<file path="config.mk">
export PLATFORM = sky130hd
export DESIGN_NAME = host_stream_tx
export DESIGN_NICKNAME = d
export VERILOG_FILES = /design/src/rtl/host_stream_tx.sv
export SDC_FILE = /design/constraint.sdc
export NUM_CORES = 1
export LEC_CHECK = 0
export CAP_MARGIN = 30
export CORE_MARGIN = 3
export CORE_UTILIZATION = 45
export DETAILED_ROUTE_END_ITERATION = 6
export PLACE_DENSITY = 0.71
export SYNTH_ARGS = -nofsm -noshare
export SYNTH_HDL_FRONTEND = slang
export SYNTH_SLANG_ARGS = --single-unit
</file>
<file path="constraint.sdc">
create_clock -name clk -period 7.05 [get_ports clk]
set_input_delay 2.115 -clock clk [delete_from_list [all_inputs] [get_ports clk]]
set_output_delay 2.115 -clock clk [all_outputs]
set_load 0.01 [all_outputs]
</file>
<file path="src/rtl/host_stream_tx.sv">
// rtl/host_stream_tx.sv - host-side command stream transmitter with result capture (optional SIZE_HDR_EN size header)
module host_stream_tx #(
    parameter int DEPTH  = 16,
    parameter int ADDR_W = 4
) (
    input  logic              clk,
    input  logic              clear_n,
    input  logic [31:0]       cmd_op,
    input  logic [31:0]       cmd_data,
    input  logic              cmd_valid,
    output logic              cmd_ready,
    input  logic              send,
    input  logic [15:0]       exp_out,
`ifdef SIZE_HDR_EN
    input  logic [8:0]        cfg_size,
`endif
    output logic [31:0]       link_data,
    output logic              link_enable,
    input  logic [31:0]       link_y,
    input  logic              link_y_valid,
    output logic [31:0]       res_data,
    output logic              res_valid,
    output logic              busy,
    output logic              done,
    output logic [ADDR_W:0]   pending
);

    typedef enum logic [2:0] {
        ST_IDLE     = 3'd0,
        ST_HDR_SIZE = 3'd1,
        ST_HDR_OUT  = 3'd2,
        ST_HDR_CNT  = 3'd3,
        ST_OP       = 3'd4,
        ST_DAT      = 3'd5,
        ST_DRAIN    = 3'd6
    } state_t;

    localparam logic [ADDR_W:0] FULL_CNT = (ADDR_W+1)'(DEPTH);
    localparam logic [ADDR_W:0] ONE_CNT  = (ADDR_W+1)'(1);

    state_t              r_state;
    state_t              w_next_state;
    logic [63:0]         r_mem [DEPTH];
    logic [ADDR_W-1:0]   r_wr_ptr;
    logic [ADDR_W-1:0]   r_rd_ptr;
    logic [ADDR_W:0]     r_count;
    logic [ADDR_W:0]     r_n;
    logic [15:0]         r_e;
    logic [15:0]         r_rx_cnt;
    logic                r_link_enable;
    logic [31:0]         r_res_data;
    logic                r_res_valid;

    logic                w_cmd_ready;
    logic                w_push;
    logic                w_pop;
    logic                w_accept;
    logic                w_counting;
    logic [63:0]         w_head;
    logic [31:0]         w_link_data;
    logic                w_done;

    // Header word: marker byte 0x64 distinguishes headers from the all-zero idle word.
    function automatic logic [31:0] hdr_word(input logic [3:0] t, input logic [15:0] v);
        return {4'h0, 8'h64, t, v};
    endfunction

    // cmd_ready is held low during reset and until link_enable rises, so every output is 0 in reset.
    assign w_cmd_ready = r_link_enable && (r_count != FULL_CNT) && (r_state == ST_IDLE);
    assign w_push      = cmd_valid && w_cmd_ready;
    assign w_pop       = (r_state == ST_DAT);
    assign w_accept    = (r_state == ST_IDLE) && send && (r_count != '0);
    assign w_counting  = (r_state == ST_OP) || (r_state == ST_DAT) || (r_state == ST_DRAIN);
    assign w_head      = r_mem[r_rd_ptr];

    // Pair storage; no reset needed because the pointers define what is valid.
    always_ff @(posedge clk) begin
        if (w_push) begin
            r_mem[r_wr_ptr] <= {cmd_op, cmd_data};
        end
    end

    // FIFO pointers and occupancy; push only happens in IDLE and pop only in DAT.
    always_ff @(posedge clk or negedge clear_n) begin
        if (!clear_n) begin
            r_wr_ptr <= '0;
            r_rd_ptr <= '0;
            r_count  <= '0;
        end else begin
            if (w_push) begin
                r_wr_ptr <= r_wr_ptr + 1'b1;
            end
            if (w_pop) begin
                r_rd_ptr <= r_rd_ptr + 1'b1;
            end
            case ({w_push, w_pop})
                2'b10:   r_count <= r_count + ONE_CNT;
                2'b01:   r_count <= r_count - ONE_CNT;
                default: r_count <= r_count;
            endcase
        end
    end

    // State register.
    always_ff @(posedge clk or negedge clear_n) begin
        if (!clear_n) begin
            r_state <= ST_IDLE;
        end else begin
            r_state <= w_next_state;
        end
    end

    // Burst bookkeeping: N and E latched on an accepted send, N counts down per popped pair.
    always_ff @(posedge clk or negedge clear_n) begin
        if (!clear_n) begin
            r_n <= '0;
            r_e <= '0;
        end else if (w_accept) begin
            r_n <= r_count;
            r_e <= exp_out;
        end else if (w_pop) begin
            r_n <= r_n - ONE_CNT;
        end
    end

    // Result counter: cleared per burst, counts only while the payload or drain is in flight.
    always_ff @(posedge clk or negedge clear_n) begin
        if (!clear_n) begin
            r_rx_cnt <= '0;
        end else if (w_accept) begin
            r_rx_cnt <= '0;
        end else if (link_y_valid && w_counting && (r_rx_cnt != 16'hFFFF)) begin
            r_rx_cnt <= r_rx_cnt + 16'd1;
        end
    end

    // Link enable rises on the first clock after reset; results are registered every cycle.
    always_ff @(posedge clk or negedge clear_n) begin
        if (!clear_n) begin
            r_link_enable <= 1'b0;
            r_res_data    <= '0;
            r_res_valid   <= 1'b0;
        end else begin
            r_link_enable <= 1'b1;
            r_res_data    <= link_y;
            r_res_valid   <= link_y_valid;
        end
    end

    // Next-state and stream word selection.
    always_comb begin
        w_next_state = r_state;
        w_link_data  = '0;
        w_done       = 1'b0;
        case (r_state)
            ST_IDLE: begin
                if (w_accept) begin
`ifdef SIZE_HDR_EN
                    w_next_state = ST_HDR_SIZE;
`else
                    w_next_state = ST_HDR_OUT;
`endif
                end
            end
            ST_HDR_SIZE: begin
`ifdef SIZE_HDR_EN
                w_link_data = hdr_word(4'd2, {7'h0, cfg_size});
`endif
                w_next_state = ST_HDR_OUT;
            end
            ST_HDR_OUT: begin
                w_link_data  = hdr_word(4'd1, r_e);
                w_next_state = ST_HDR_CNT;
            end
            ST_HDR_CNT: begin
                w_link_data  = hdr_word(4'd0, 16'(r_n));
                w_next_state = ST_OP;
            end
            ST_OP: begin
                w_link_data  = w_head[63:32];
                w_next_state = ST_DAT;
            end
            ST_DAT: begin
                w_link_data  = w_head[31:0];
                w_next_state = (r_n > ONE_CNT) ? ST_OP : ST_DRAIN;
            end
            ST_DRAIN: begin
                if (r_rx_cnt == r_e) begin
                    w_done       = 1'b1;
                    w_next_state = ST_IDLE;
                end
            end
            default: begin
                w_next_state = ST_IDLE;
            end
        endcase
    end

    assign cmd_ready   = w_cmd_ready;
    assign link_data   = w_link_data;
    assign link_enable = r_link_enable;
    assign res_data    = r_res_data;
    assign res_valid   = r_res_valid;
    assign busy        = (r_state != ST_IDLE);
    assign done        = w_done;
    assign pending     = r_count;

endmodule

</file>
## Word level (Yosys, flattened, before mapping)

Memories as Yosys holds them, arrays and structs flattened.
Index checks and enable logic that the tools add are counted.

| storage, ports and cells | value |
|---|---|
| register bits after elaboration | 87 |
| bits in writable memories | 1024 |
| input port bits | 117 |
| output and inout port bits | 74 |
| word-level logic and storage cells | 61 |
| memories | 1 |

| cells by class | value |
|---|---|
| add/subtract/negate cells | 6 |
| $lt $le $gt $ge | 1 |
| eq/ne operators | 13 |
| multiplexer cells | 14 |
| reductions and logical operators | 16 |

Memory list:

| name | depth | bits a word | rd ports | clocked after memory_dff | write ports | line | RTL |
|---|---|---|---|---|---|---|---|
| r_mem | 16 | 64 | 1 | 0 | 1 | 43 | `logic [63:0] r_mem [DEPTH];` |

Operator list:

| cell | count |
|---|---|
| $pmux 32 s4 | 1 |
| $mux 16 | 2 |
| $pmux 3 s7 | 1 |
| $add 16x1->16 const B | 1 |
| $eq 16x16->1 | 1 |
| $ne 16x16->1 const B | 1 |
| $mux 5 | 2 |
| $pmux 5 s2 | 1 |
| $sub 5x1->5 const B | 2 |
| $eq 3x3->1 const B | 3 |
| $add 4x1->4 const B | 2 |
| $logic_and 1x1->1 | 7 |
| $eq 3x2->1 const B | 2 |
| $mux 3 | 2 |
| $reduce_bool 2->1 | 3 |
| $add 5x1->5 const B | 1 |
| $gt 5x1->1 const B | 1 |
| $ne 5x5->1 const B | 1 |
| $reduce_bool 5->1 | 1 |
| $mux 1 | 4 |
| $eq 3x1->1 const B | 1 |
| $logic_not 3->1 | 1 |
| $reduce_bool 3->1 | 1 |
| $eq 2x1->1 const B | 1 |
| other kinds (6) | 7 |

## Longest topological paths before layout

| logic depth | value |
|---|---|
| depth in word-level cells | 7 |
| depth in mapped cells | 16 |
| mapped depth without buffers | 12 |

## Worst setup path after synthesis

Ideal clock, no wire load.

| timing | value |
|---|---|
| path type | input to register |
| start point | input port cmd_valid |
| end point | memory r_mem[0][0] (enable) |
| setup time | 565 ps |
| data arrival time | 6813 ps |
| path slack | -327 ps |
| cell stages on the path | 4 |
| path through | and2_1 -> buf_4 -> nand2_1 -> nor3_1 |

| between the ends | value |
|---|---|
| word-level cells in the longest chain between the ends | 3 |

Ends and longest elaborated chain:

| element | line | RTL |
|---|---|---|
| start: declaration | 10 | `input logic cmd_valid,` |
| $logic_and 1x1->1 | 70 | `assign w_push = cmd_valid && w_cmd_ready;` |
| $mux 1 | 78 | `if (w_push) begin` |
| $mux 1 (not written as such) | 79 | `r_mem[r_wr_ptr] <= {cmd_op, cmd_data};` |
| end: declaration | 43 |  |

Every way passes these cells.

## Worst setup path in the final report

| timing | value |
|---|---|
| start point | register r_rd_ptr[0] |
| end point | output port link_data[27] |

| between the ends | value |
|---|---|
| word-level cells in the longest chain between the ends | 2 |

Ends and longest elaborated chain:

| element | line | RTL |
|---|---|---|
| start: declaration | 45 | `logic [ADDR_W-1:0] r_rd_ptr;` |
| start signal: assignment | 94 | `r_rd_ptr <= r_rd_ptr + 1'b1;` |
| $mem_v2 16x64 | -- |  |
| $pmux 32 s4 | 155 | `case (r_state)` |
| end: declaration | 17 | `output logic [31:0] link_data,` |

Every way passes these cells.

==> summary.md <==
| Metric | Value |
|---|---|
| Status | completed |
| Drc violations | 0 |
| Register-to-Register Path Depth | 6 |
| Per-cell routed wire length | 27.6 um |
| WP data required | 4.93 ns |
| Total Routing Usage GR | 0.205 |
| Final #Nets | 2462 |
| Layout area overhead | 16.7% |
| Design Power | 0.0180 W |
| Post-route ant nets | 0 |
| Num CTS Buffers | 107 |
| Clk sinks | 1111 |
| I/O pin count | 191 |
| Relative slew margins | 0.305 |
| Setup Crit Path Kind | flop to output pin |
| Worst R2R Start | r_state[0] |
| FF+latch count, synth | 1111 |
| # rows | 112 |
| Crit. End Element | output pin |
| Cells after Synth | 2092 |
| Seq/Total Area, Yosys | 0.767 |
| Clock Path Buffers | 3 |
| Crit-path cells | buf_4 > buf_4 > mux4_2 > mux2i_1 > o22ai_1 > a221o_1 > clkdlybuf4s50_1 |
| Synth Flop Type | edfxtp_1 |
| Hold Crit Start | r_n[4] |
| Fill cells | 7135 |
| CP max stage delay | 0.73 ns |
| Final Util | 0.533 |
| CP most frequent cell | buf_4 |
| Worst setup SP type | flop |
| Vias in the first global route | 22300 |
| CTS tree | yes |
| Initial DRC count | 2361 |
| DRT Pass-1 Iters | 6 |
| Tcrit/Tclk final | 0.883 |
| Hold EP | r_n[4] |
| Mux share of post-synthesis cell area | 0.148 |
| Worst skew pair latency | 0.68 ns |
| R2R Setup Slk | 3.06 ns |
| Initial antenna violation count | 7 |
| First-pass GRT wire length | 149 mm |
| Syn nets | 2221 |
| Postcts setup bufs | 0 |
| Syn Area/Cell | 20.5 um2 |
| Post-route minimum period | 6.22 ns |
| Peak supply drop | 273 uV |
| Count of non-filler cells in the finished layout | 3680 |
| Post-Synth Adder-Cell Area | 0.00350 |
| Final setup viols | 0 |
| DP Wirelength | 56.5 mm |
| Post-synth ARST share | 0.0783 |
| Worst slew pin tran | 1.04 ns |
| Vias | 21700 |
| Hold Crit Class | flop to flop |
| CP Max Fanout | 23 |
| Setup TNS | 0 ns |
| Worst R2R End | r_mem[1][40] |
| Largest net degree at the start of global routing | 78 |
| Hold depth | 1 |
| Fraction of layout cells with a size suffix above 1 | 0.187 |
| Max-cap violation count | 0 |
| Htree depth | 3 |
| Compound-Gate Fraction of Synth Area | 0.0389 |
| Die X | 315 um |
| Multi-input logic area | 0.00953 mm2 |
| Hold-fix buffer count after cts | 0 |
| Simple-Gate Fraction of Synth Area | 0.0192 |
| Vias per cell | 5.90 |
| Peak Freq | 161 MHz |
| GP Congestion | 0.798 |
| Global route overflow | 0 |
| Die Area | 0.0991 mm2 |
| Yosys warnings | 0 |
| Routed WL | 102 mm |
| Clk pin slew, worst setup/hold paths | 0.06 ns |
| Final slew viol count | 0 |
| Unique masters post-synth | 51 |
| Final Skew | 0.0325 ns |
| Netlist Area Pre-Place | 0.0429 mm2 |
| PortBufs | 190 |
| Post-CTS resize count | 0 |
| Crit path DAT | 4.11 ns |
| Register area | 0.0329 mm2 |
| Root Buffer | clkbuf_16 |
| Die Span Y | 315 um |
| Initial Util | 0.457 |
| Pwr per Cell Area | 359 mW/mm2 |
| RSZ-0062 raised after global routing | false |
| Largest family of logic cells by synthesized area | multiplexers |
| Slowest-stage cell, CP | dfrtp_4 |
| Final Hold Viols | 0 |
| Post-synth EDFFs | 1024 |
| Core area | 0.0939 mm2 |
| Xor/xnor share of the synthesized area | 0.00857 |
| Placed Instances | 3477 |
| Leak | 16.5 nW |
worst max-delay path: cells and delay by family, from the launching register on:
family | cells | cell delay, ns
multiplexers | 2 | 0.75
AO/OA/AOI/OAI | 2 | 0.55
buffers and inverters | 3 | 1.37
flip-flops | 1 | 0.73
sequential cells by signal, summed over array words and instances, names as in the netlist, 3 cells and up:
register  cells
r_n           5
pending       5
r_e          16
r_mem      1024
res_data     32
r_rx_cnt     16
r_wr_ptr      4
r_state       3
r_rd_ptr      4
power breakdown:
group / total (W) / switching, W / internal [W] / leakage, nW
registers: 0.00777 / 0.000345 / 0.00743 / 10.3
logic: 0.00474 / 0.00244 / 0.00230 / 4.56
clock network: 0.00548 / 0.00236 / 0.00312 / 1.64
total: 0.0180 / 0.00514 / 0.0128 / 16.5
per-layer routing:
layer	track usage	routed length, um	vias up
li1	-	-	9123
met1	0.277	40400	11500
met2	0.343	51200	935
met3	0.0410	7850	150
met4	0.0540	2180	2
met5	0	13	-
final cells by class:
class                   instances  share of cell area
flip-flops and latches       1111               0.658
multi-input cells             850               0.190
clock buffers                 146              0.0593
repair buffers                249              0.0523
well taps                    1254              0.0313
clock inverters                50             0.00787
inverters                      14             0.00105
diodes                          6            0.000300
cells by family (layout without fill, tap and decap cells):
kind of cell	Yosys count	count (layout)
buffers and inverters	131	459
adders and majority gates	12	12
xor gates and xnor gates	42	42
DFF	1111	1111
AOI/OAI and AO/OA	225	225
and+or+nand+nor	163	163
other	1	7
muxes	407	407
worst max path at each step:
stage | start | to | slack (ns) | cells past startpoint
6_report | r_rd_ptr[0] | link_data[27] | 0.83 | 7
3_3_place_gp | r_rd_ptr[2] | link_data[15] | 1.37 | 6
5_1_grt | r_rd_ptr[0] | link_data[27] | 0.55 | 7
3_5_place_dp | r_rd_ptr[0] | link_data[27] | 1.45 | 7
2_1_floorplan | cmd_valid | r_mem[12][0] | 1.39 | 4
4_1_cts | r_rd_ptr[0] | link_data[27] | 0.68 | 7
per-stage QoR:
| stage | cell area [um2] | setup slack, ns | hold slack [ns] |
|---|---|---|---|
| global route | 50100 | 0.546 | 0.573 |
| detailed placement | 46700 | 1.45 | 0.519 |
| global placement | 46500 | 1.37 | 0.523 |
| CTS | 50100 | 0.683 | 0.535 |
| floorplan | 42900 | 1.39 | 0.493 |
| finish | 50100 | 0.827 | 0.544 |
synth_stat cells, types with 2 or more instances:
cell type | number | area (um2)
a211o_1 | 4 | 35.0
a211oi_2 | 2 | 25.0
a21o_1 | 2 | 15.0
a21oi_1 | 13 | 65.1
a221o_1 | 13 | 130
a221oi_1 | 4 | 35.0
a22o_1 | 33 | 289
a22oi_1 | 82 | 616
a31oi_1 | 6 | 37.5
a32oi_1 | 10 | 87.6
and2_1 | 6 | 37.5
and4_1 | 4 | 35.0
buf_1 | 12 | 45.0
buf_2 | 38 | 190
buf_4 | 14 | 105
buf_6 | 4 | 45.0
clkbuf_1 | 48 | 180
dfrtp_1 | 87 | 2180
edfxtp_1 | 1024 | 30700
ha_1 | 12 | 150
inv_1 | 14 | 52.6
mux2_2 | 41 | 462
mux2i_1 | 189 | 1890
mux4_2 | 177 | 3990
nand2_1 | 31 | 116
nand2b_1 | 6 | 37.5
nand3_1 | 43 | 215
nand4_1 | 12 | 75.1
nor2_1 | 38 | 143
nor2b_1 | 6 | 37.5
nor3_1 | 5 | 25.0
nor4_1 | 3 | 18.8
o2111ai_1 | 4 | 35.0
o211ai_1 | 3 | 22.5
o21ai_0 | 32 | 160
o22ai_1 | 14 | 87.6
or3_1 | 2 | 12.5
xnor2_1 | 27 | 236
xor2_1 | 15 | 131
placed cells by master, fill, tap and decap left out, types with 5 or more instances in the layout:
cell type        Yosys  final
clkinv_1             0     24
clkinv_2             0     15
xor2_1              15     15
diode_2              0      6
o22ai_1             14     14
clkdlybuf4s50_1      0    189
bufinv_16            0      5
xnor2_1             27     27
a221o_1             13     13
a31oi_1              6      6
mux2i_1            189    189
mux4_2             177    177
nor2_4               0     13
nand4_1             12     12
clkbuf_1            48     29
a32oi_1             10     10
a22o_1              33     33
nand3_1             43     43
clkbuf_8             0      6
nand2b_1             6      6
inv_1               14     14
buf_12               0     14
a22oi_1             82     82
buf_16               0      5
a21oi_1             13     13
ha_1                12     12
dfrtp_1             87     84
clkbuf_16            0    111
and2_1               6      6
edfxtp_1          1024   1024
o21ai_0             32     32
nor2_1              38     23
nand2_1             31     31
mux2_2              41     41
buf_4               14     41
Note: power is estimated with default switching activity, not from simulation.
